`src/rtl/norm_shift_lzd_pkg.sv`:
```
// Shared FP add/sub definitions: default widths, chunk-count helper, shift directions.
// Latency: n/a (package only).
// Backpressure: n/a (package only).
package norm_shift_lzd_pkg;

    // Default significand result width, including the carry bit at the MSB
    localparam int SWR_DEF = 26;
    // Default shift-value width
    localparam int EW_DEF  = 5;
    // Default chunk width of the partial leading-zero encoders
    localparam int CH_DEF  = 8;

    // Shift direction encodings shared with the barrel shifter control
    localparam logic DIR_LEFT  = 1'b1;
    localparam logic DIR_RIGHT = 1'b0;

    // Number of CH-bit chunks needed to cover the SWR-1 mantissa bits
    function automatic int calc_nch(input int swr, input int ch);
        return (swr - 1 + ch - 1) / ch;
    endfunction

endpackage

```
`src/rtl/lzd_chunk.sv`:
```
// Partial leading-one encoder: flags a non-zero chunk and counts its leading zeros.
// Latency: combinational, no registers.
// Backpressure: none; pure function of the input chunk.
module lzd_chunk #(
    parameter int CH  = 8,
    parameter int LZW = 3
) (
    input  logic [CH-1:0]  chunk,
    output logic           nz,
    output logic [LZW-1:0] lz
);

    // Scan LSB to MSB so the highest set bit is the last one to write lz
    always_comb begin
        nz = |chunk;
        lz = '0;
        for (int i = 0; i < CH; i++) begin
            if (chunk[i]) begin
                lz = LZW'(CH - 1 - i);
            end
        end
    end

endmodule

```
`src/rtl/norm_shift_lzd.sv`:
```
// Two-stage leading-one detector producing normalization shift amount and direction.
// Latency: a load reaches the held outputs two clock edges later; one result per cycle.
// Backpressure: none; an unacknowledged result is simply overwritten by the next one.
module norm_shift_lzd
    import norm_shift_lzd_pkg::*;
#(
    parameter int SWR = SWR_DEF,
    parameter int EW  = EW_DEF,
    parameter int CH  = CH_DEF
) (
    input  logic           clk,
    input  logic           rst,
    input  logic           load_i,
    input  logic [SWR-1:0] Add_subt_result_i,
    input  logic           ack_i,
    output logic [EW-1:0]  Shift_Value_o,
    output logic           FSM_left_right_o,
    output logic           Zero_flag_o,
    output logic           done_o
);

    localparam int NCH  = calc_nch(SWR, CH);
    localparam int LZW  = (CH > 1) ? $clog2(CH) : 1;
    localparam int PADW = NCH * CH;

    // Mantissa left-aligned in the chunk grid; pad zeros sit below the LSB
    logic [PADW-1:0]          m_pad;
    logic [NCH-1:0]           nz_c;
    logic [NCH-1:0][LZW-1:0]  lz_c;

    // Stage-1 registers
    logic                     v1;
    logic                     c1;
    logic [NCH-1:0]           nz1;
    logic [NCH-1:0][LZW-1:0]  lz1;

    // Stage-2 combinational select
    logic                     any_nz;
    logic [EW-1:0]            count;

    assign m_pad = PADW'(Add_subt_result_i[SWR-2:0]) << (PADW - (SWR - 1));

    // Chunk 0 is the MSB chunk, so chunk index times CH is its bit offset
    for (genvar j = 0; j < NCH; j++) begin : g_chunk
        lzd_chunk #(
            .CH  (CH),
            .LZW (LZW)
        ) u_lzd_chunk (
            .chunk (m_pad[PADW-1-j*CH -: CH]),
            .nz    (nz_c[j]),
            .lz    (lz_c[j])
        );
    end

    // Stage 1: capture carry and per-chunk partial encodings on load
    always_ff @(posedge clk) begin
        if (rst) begin
            v1  <= 1'b0;
            c1  <= 1'b0;
            nz1 <= '0;
            lz1 <= '0;
        end else begin
            v1 <= load_i;
            if (load_i) begin
                c1  <= Add_subt_result_i[SWR-1];
                nz1 <= nz_c;
                lz1 <= lz_c;
            end
        end
    end

    // Stage 2 select: the lowest-index non-zero chunk wins, walking down so it writes last
    always_comb begin
        any_nz = |nz1;
        count  = '0;
        for (int j = NCH - 1; j >= 0; j--) begin
            if (nz1[j]) begin
                count = EW'(j * CH) + EW'(lz1[j]);
            end
        end
    end

    // Stage 2: update held outputs; a same-cycle update beats an acknowledge
    always_ff @(posedge clk) begin
        if (rst) begin
            Shift_Value_o    <= '0;
            FSM_left_right_o <= 1'b0;
            Zero_flag_o      <= 1'b0;
            done_o           <= 1'b0;
        end else if (v1) begin
            done_o <= 1'b1;
            if (c1) begin
                // Carry out: one-bit right shift, mantissa field irrelevant
                FSM_left_right_o <= DIR_RIGHT;
                Shift_Value_o    <= EW'(1);
                Zero_flag_o      <= 1'b0;
            end else if (any_nz) begin
                FSM_left_right_o <= DIR_LEFT;
                Shift_Value_o    <= count;
                Zero_flag_o      <= 1'b0;
            end else begin
                FSM_left_right_o <= DIR_LEFT;
                Shift_Value_o    <= '0;
                Zero_flag_o      <= 1'b1;
            end
        end else if (ack_i) begin
            done_o <= 1'b0;
        end
    end

endmodule

```
`config.mk`:
```
export PLATFORM = sky130hd
export DESIGN_NAME = norm_shift_lzd
export DESIGN_NICKNAME = d
export VERILOG_FILES = /design/src/rtl/norm_shift_lzd_pkg.sv /design/src/rtl/lzd_chunk.sv /design/src/rtl/norm_shift_lzd.sv
export SDC_FILE = /design/constraint.sdc
export NUM_CORES = 1
export LEC_CHECK = 0
export CAP_MARGIN = 20
export CORE_MARGIN = 3
export CORE_UTILIZATION = 30
export DETAILED_ROUTE_END_ITERATION = 8
export MAX_ROUTING_LAYER = met4
export SLEW_MARGIN = 25
export SYNTH_ARGS = -nofsm -noshare
export SYNTH_HDL_FRONTEND = slang
export SYNTH_HIERARCHICAL = 1
export SYNTH_SLANG_ARGS = --single-unit
```
`constraint.sdc`:
```
create_clock -name clk -period 3.4 [get_ports clk]
set_input_delay 0.34 -clock clk [delete_from_list [all_inputs] [get_ports clk]]
set_output_delay 0.34 -clock clk [all_outputs]
set_load 0.02 [all_outputs]
```
==> impl_metrics.ini, run 1 <==
[route]
wire_per_inst_um = 10.44
vias = 1216
viasPerCell = 4.554
dr.pass1.iters = 4
route.detailed.drc = 0
routed_wl_um = 2788
drtIter0Drc = 43
detail-route-antenna-nets = 0

[placement]
port-buffer-count = 37
routabilityCongestion = 0.6778
dp_slack_ps = 1443
dp_hpwl_um = 2182
placed_cell_area_mm2 = 0.001877

[timing]
setup_tns_ps = 0
min_period_over_period_pct = 48.74
hold_violations = 0
setup_viol = 0
rsz0062_at_grt = no
fin_ws_ps = 1743
slew_headroom_pct = 32.18
slew_viol_final = 0
tightest_slew_ps = 1014
clock_skew_ps = 1.628
fmax_ghz = 0.6034
min_period_ps = 1657

[yosys]
synth_edf_count = 0
synth_seq_area_share_pct = 36.33
synth_cell_types = 29
synth-async-reset-ratio_pct = 0
postSynthCellCount = 164
synth.avg_cell_area_um2 = 8.736
synth_warnings = 6
synth_seq_cells = 26
netlist_area_mm2 = 0.001433
ys.flop_type = dfxtp_1

[floorplanning]
io_pins = 38
dieArea_mm2 = 0.005641
die_w_um = 75.11
initial_core_util_pct = 32.02
chipHeight_um = 75.11
num_rows = 24
coreArea_mm2 = 0.004474

[critical_path]
required_ps = 3560
path_class = input pin to register
worstPathArrival_ps = 1810
start_kind = input pin
critPathMaxFanout = 18
rr_worst_depth = 3
worstSetupEndpointType = register

[clock_tree]
post_cts_resized = 0
clkTransAtPathRegs_ps = 80
cts_sinks = 26
cts_tree = built
cts_hold_buf = 0
cts_setup_buffers = 0
root_buffer = clkbuf_8
clkLatencyLatePin_ps = 260
cts_buffers = 3
htree_levels = 1
cts_buffer_depth = 2

[grt]
grt_max_degree = 27
grt_overflow_total = 0
grt_pass1_vias = 1136
grt_antenna_before_repair = 0
grt_pass1_wl_um = 4754
grt_usage_pct = 10.94

[layout]
fillers = 459
layout_commonest_cell = clkdlybuf4s50_1
multi_input_area_um2 = 883.3
diodes = 0
syn_to_final_growth_pct = 34.85
drive_above_1_share_pct = 5.581
fin_area_mm2 = 0.001932
layout_common_cells = clkdlybuf4s50_1, nor2_1, dfxtp_1, conb_1, mux2i_1
layout.area.seq_um2 = 520.5
nets = 246

[worst_hold_path]
holdPathStages = 2
hold_class = register to register

[run]
max_cap_viol_count = 0

[power_and_ir_drop]
leakage_nw = 0.7768
ir_drop_mv = 0.1795
power_density_mw_per_mm2 = 337.9

[outcome]
status = finished, final reports clean
-- kinds of logic after synthesis --
family	share of synthesized area (%)
flip-flops	36.33
buffers and inverters	6.725
other	0.2618
multiplexers	11.88
AO/OA/AOI/OAI	17.20
AND/OR/NAND/NOR	27.60
-- Yosys cell counts (all sizes together), types with 5 or more instances --
library cell	number	share of area (%)
o21ai	6	2.1
and3b	5	3.1
inv	8	2.1
nand2b	8	3.5
mux2i	17	12
buf	7	4.1
nor4	5	4.4
nor2b	7	3.1
a21oi	11	3.8
dfxtp	26	36
nor2	33	8.6
-- registers in the layout (all words and copies together), names as in the netlist --
signal / count
Zero_flag_o: 1
FSM_left_right_o: 1
Shift_Value_o: 5
nz1: 4
c1: 1
v1: 1
lz1: 12
done_o: 1
-- power breakdown --
group	internal (W)	switching (W)	leakage (nW)
logic	0.0000703	0.0000530	0.535
registers	0.000319	0.0000162	0.213
clock network	0.000103	0.0000914	0.0288
-- routing by layer --
layer  track usage (%)  routed length (um)  vias up
met5                 -                   0        -
met4             1.779                  15        0
met3             3.338                 132        2
met2             17.60                1206       23
met1             13.73                1433      533
li1                  -                   -      658
-- per-stage QoR --
step           hold WS, ps  util [%]  total power, W  cells
6_report             473.9     43.18       0.0006528    267
5_1_grt              516.2     43.18       0.0006926    267
4_1_cts              476.6     43.18       0.0006654    267
3_5_place_dp         461.6     41.95       0.0004658    263
3_3_place_gp         459.7     41.95       0.0004649    263
2_1_floorplan        451.1         -       0.0004111    182
-- path summary, 6_finish.rpt --
kind / start / to / slack, ps
hold / removal: Shift_Value_o[4] / Shift_Value_o[4] / 470
hold reg to reg: Shift_Value_o[4] / Shift_Value_o[4] / 470
setup / recovery: load_i / lz1[3] / 1740
setup reg to reg: nz1[1] / Shift_Value_o[1] / 2180
-- critical path: stages --
cell             delay, ps
clkdlybuf4s50_1       1140
mux2i_1                270
nor2_1                  60
-- layout make-up --
type / instances / share of cell area [%]
sequential: 26 / 26.94
inverter: 8 / 1.554
tap: 52 / 3.368
clock buffer: 4 / 2.850
multi-input combinational: 139 / 45.73
timing repair buffer: 38 / 19.56
No activity file was read; power rests on OpenSTA's default activity.
==> run 2: changes to the inputs <==
- clock period: 3.4 -> 1.4 ns (I/O delays scaled with it)
==> run 2 against run 1 <==
Net effect: global-route usage fell by 0.17 points; total power increased to 2.7 times the previous value; first-iteration DRC count shrank 9.3%; wire length is 0.68% higher; hold slack got worse by 4.5 ps; largest cell class unchanged; largest power group unchanged; highest routed layer unchanged.
==> impl_metrics.ini, run 2 (same netlist as run 1, synthesis figures left out) <==
[route]
drtIter0Drc = 39
viasPerCell = 4.550
vias = 1233
route.detailed.drc = 0
dr.pass1.iters = 4
wire_per_inst_um = 10.36
routed_wl_um = 2807
detail-route-antenna-nets = 0

[timing]
fmax_ghz = 0.7486
clock_skew_ps = 6.879
setup_viol = 0
hold_violations = 0
min_period_ps = 1336
rsz0062_at_grt = no
min_period_over_period_pct = 95.42
slew_viol_final = 0

[critical_path]
path_class = register to primary output
max_stage_delay_ps = 600
r2r_end = Shift_Value_o[1]
crit_buf_inv = 1
start_kind = register
worstSetupEndpointType = primary output
rr_worst_depth = 3
critPathMaxFanout = 2
crit_chain = clkdlybuf4s50_1
crit_start = done_o
path_delay_family = buffers and inverters
required_ps = 1260
worstPathArrival_ps = 1200
r2r_start = nz1[1]
crit_path_top_delay_cell = clkdlybuf4s50_1
reg2reg_setup_slack_ps = 220

[layout]
largest_reg_flops = 12
drive_above_1_share_pct = 7.306
layout_commonest_cell = nor2_1
layout_common_cells = nor2_1, clkdlybuf4s50_1, dfxtp_1, conb_1, mux2i_1
largest_register = lz1
fin_cells = 271
syn_to_final_growth_pct = 39.83
final_util_pct = 44.77
nets = 250
diodes = 0
largestRegisters = lz1: 12 flops, Shift_Value_o: 5 flops, nz1: 4 flops

[floorplanning]
die_w_um = 75.11
io_pins = 38
dieArea_mm2 = 0.005641
initial_core_util_pct = 32.02
coreArea_mm2 = 0.004474
chipHeight_um = 75.11
num_rows = 24

[power_and_ir_drop]
power_density_mw_per_mm2 = 867.0
leakage_nw = 0.8941
ir_drop_mv = 0.5017

[clock_tree]
htree_levels = 1
cts_sinks = 26
cts_setup_buffers = 0
cts_buffers = 3
cts_hold_buf = 0
cts_tree = built
clkTransAtPathRegs_ps = 80
cts_buffer_depth = 2
clkLatencyLatePin_ps = 270
root_buffer = clkbuf_8

[placement]
dp_hpwl_um = 2224
routabilityCongestion = 0.6826
port-buffer-count = 37
dp_cells = 267

[worst_hold_path]
min-delay-start = FSM_left_right_o
hold_end = FSM_left_right_o
holdPathStages = 2
hold_class = register to register

[grt]
grt_max_degree = 24
grt_pass1_wl_um = 4712
grt_pass1_vias = 1093
grt_overflow_total = 0
grt_antenna_before_repair = 0
grt_usage_pct = 10.77

[run]
max_cap_viol_count = 0

[outcome]
status = finished, final reports clean
==> run 2: cell count changes in the layout (fill, tap and decap cells not counted), sizes merged <==
cell / change
buf: +4
clkdlybuf4s50: -5
dlymetal6s2s: +5
clkbuf: -1
bufinv: +1
==> run 2: power by group <==
part / switching [W] / internal (W) / total [W]
Clock: 0.000231 / 0.000382 / 0.000613
Combinational: 0.000132 / 0.000178 / 0.000311
Sequential: 0.0000387 / 0.000774 / 0.000813
Total: 0.000402 / 0.00133 / 0.00174
==> run 2: repair_timing <==
| action | 4_1_cts | 5_1_grt |
|---|---|---|
| hold endpoints to repair | 0 | 0 |
| endpoints found under the setup margin | 0 | 5 |
| resized for setup | 0 | 5 |
==> run 2: how the worst max path moves through the flow <==
stage	to	slack [ps]	depth (start not counted)
final	done_o	60	1
after global routing	done_o	20	1
after CTS	Shift_Value_o[1]	20	1
after detailed placement	lz1[2]	-10	5
after global placement	lz1[8]	0.6	5
after floorplan	Shift_Value_o[2]	320	4
==> run 2: stage by stage <==
| stage | worst slack (ps) | hold WS (ps) | TNS, ps | cell area [um2] | power [W] |
|---|---|---|---|---|---|
| final | 64.14 | 469.4 | 0 | 2003 | 0.001737 |
| after global routing | 16.86 | 489.3 | 0 | 2003 | 0.001821 |
| after CTS | 16.12 | 473.9 | 0 | 1991 | 0.001748 |
| after detailed placement | -13.54 | 459.6 | -40.27 | 1919 | 0.001142 |
| after global placement | 0.5966 | 457.1 | 0 | 1919 | 0.001141 |
| after floorplan | 317.3 | 287.2 | 0 | 1500 | 0.0009983 |
==> run 2: layout make-up <==
type | instances | area (um2)
well taps | 52 | 65.06
multi-input cells | 139 | 883.3
clock inverters | 1 | 30.03
clock buffers | 3 | 41.29
inverters | 8 | 30.03
fillers | 445 | 2471
repair buffers | 42 | 432.9
flip-flops and latches | 26 | 520.5
==> run 2: layer usage <==
| layer | track usage, % | up-vias | wire, um |
|---|---|---|---|
| li1 | - | 668 | - |
| met1 | 14.14 | 532 | 1470 |
| met2 | 16.63 | 31 | 1166 |
| met3 | 2.804 | 2 | 151 |
| met4 | 2.372 | 0 | 19 |
| met5 | - | - | 0 |
==> run 3: changes to the inputs <==
- GPL_ROUTABILITY_DRIVEN: default -> 0
- PLACE_DENSITY: default -> 0.54
==> run 3 against run 2 <==
Net effect: total power shrank 12%; hold slack gained 1.8 ps; global-route usage grew 1.2 points; critical endpoint is now Shift_Value_o[3]; highest routed layer unchanged.
==> impl_metrics.ini, run 3 (same netlist as run 1, synthesis figures left out) <==
[power_and_ir_drop]
ir_drop_mv = 0.4429
internal_power_w = 0.001143
pwr-share-clk_pct = 26.8
netSwitchingFraction_pct = 25.61
leakage_nw = 0.8928
seq_power_share_pct = 53.0
p_comb_share_pct = 20.3
switching_power_w = 0.0003934
power_density_mw_per_mm2 = 780.5

[grt]
grt_usage_pct = 11.95
grt_pass1_vias = 1218
grt_max_degree = 24
grt_pass1_wl_um = 5202
grt_antenna_before_repair = 0
grt_overflow_total = 0

[critical_path]
required_ps = 1260
path_delay_family = buffers and inverters
crit_buf_inv = 1
crit_chain = clkdlybuf4s50_1
crit_path_top_delay_cell = clkdlybuf4s50_1
start_kind = register
max_stage_delay_ps = 600
worstPathArrival_ps = 1210
critPathMaxFanout = 2
path_class = register to primary output
worstSetupEndpointType = primary output

[layout]
largest_reg_flops = 12
diodes = 0
fin_area_mm2 = 0.001968
drive_above_1_share_pct = 6.452
final_util_pct = 43.99
syn_to_final_growth_pct = 37.38
largest_register = lz1
nets = 249
layout_commonest_cell = nor2_1
fin_cells = 269
largestRegisters = lz1: 12 flops, Shift_Value_o: 5 flops, nz1: 4 flops
layout_common_cells = nor2_1, clkdlybuf4s50_1, dfxtp_1, conb_1, mux2i_1

[clock_tree]
cts_buffers = 3
cts_buffer_depth = 2
post_cts_resized = 0
clkTransAtPathRegs_ps = 80
htree_levels = 1
root_buffer = clkbuf_8
cts_sinks = 26
clkLatencyLatePin_ps = 260
cts_tree = built
cts_hold_buf = 0
cts_setup_buffers = 0

[floorplanning]
chipHeight_um = 75.11
num_rows = 24
coreArea_mm2 = 0.004474
io_pins = 38
initial_core_util_pct = 32.02
dieArea_mm2 = 0.005641
die_w_um = 75.11

[worst_hold_path]
hold_class = register to register

[timing]
slew_viol_final = 0
min_period_ps = 1348
hold_violations = 0
min_period_over_period_pct = 96.28
rsz0062_at_grt = no
setup_viol = 0
fmax_ghz = 0.7419
clock_skew_ps = 2.986

[run]
max_cap_viol_count = 0

[placement]
dp_cells = 266
port-buffer-count = 37
dp_hpwl_um = 2470
placed_cell_area_mm2 = 0.001912

[route]
detail-route-antenna-nets = 0
drtIter0Drc = 50
viasPerCell = 4.658
dr.pass1.iters = 4
route.detailed.drc = 0
wire_per_inst_um = 11.46
routed_wl_um = 3084
vias = 1253

[outcome]
status = finished, final reports clean
run 3: cell count changes in the layout (fill, tap and decap cells not counted), sizes merged:
| cell | previous run | this run |
|---|---|---|
| clkdlybuf4s50 | 32 | 31 |
| bufinv | 1 | 0 |
| buf | 5 | 4 |
| dlymetal6s2s | 5 | 6 |
run 3: final cells by class:
type | instances | area, um2
inverters | 8 | 30.03
well taps | 52 | 65.06
repair buffers | 41 | 427.9
fillers | 432 | 2506
flip-flops and latches | 26 | 520.5
multi-input cells | 139 | 883.3
clock buffers | 3 | 41.29
run 3: metrics by stage:
step           worst slack (ps)   power, W  TNS [ps]  hold slack [ps]
2_1_floorplan             317.3  0.0009983         0            287.2
3_3_place_gp             -19.12   0.001137    -19.12            458.2
3_5_place_dp             -26.15   0.001144    -38.38            463.6
4_1_cts                   24.59   0.001561         0            472.0
5_1_grt                   1.690   0.001637         0            512.2
6_report                  52.09   0.001536         0            471.2
run 3: per-layer routing:
metal,share of wire (%),routed length (um),GRT usage (%)
met1,46,1406,14.26
met2,50,1536,20.99
met3,4.4,137,2.136
met4,0.13,4,2.372
met5,0,0,-
run 3: final timing paths:
| kind | start | endpoint | slack, ps | cells past startpoint |
|---|---|---|---|---|
| worst max-delay path | Shift_Value_o[3] | Shift_Value_o[3] | 50 | 1 |
| worst max register to register | nz1[1] | Shift_Value_o[1] | 170 | 3 |
| worst min register to register | Shift_Value_o[4] | Shift_Value_o[4] | 470 | 2 |
| worst min-delay path | Shift_Value_o[4] | Shift_Value_o[4] | 470 | 2 |
run 3: power groups by stage:
stage | clock (W) | sequential (W) | combinational [W]
floorplan | 0 | 0.000821 | 0.000178
finish | 0.000411 | 0.000814 | 0.000311
global placement | 0 | 0.000831 | 0.000306
global route | 0.000469 | 0.000822 | 0.000345
CTS | 0.000433 | 0.000815 | 0.000313
detailed placement | 0 | 0.000832 | 0.000312
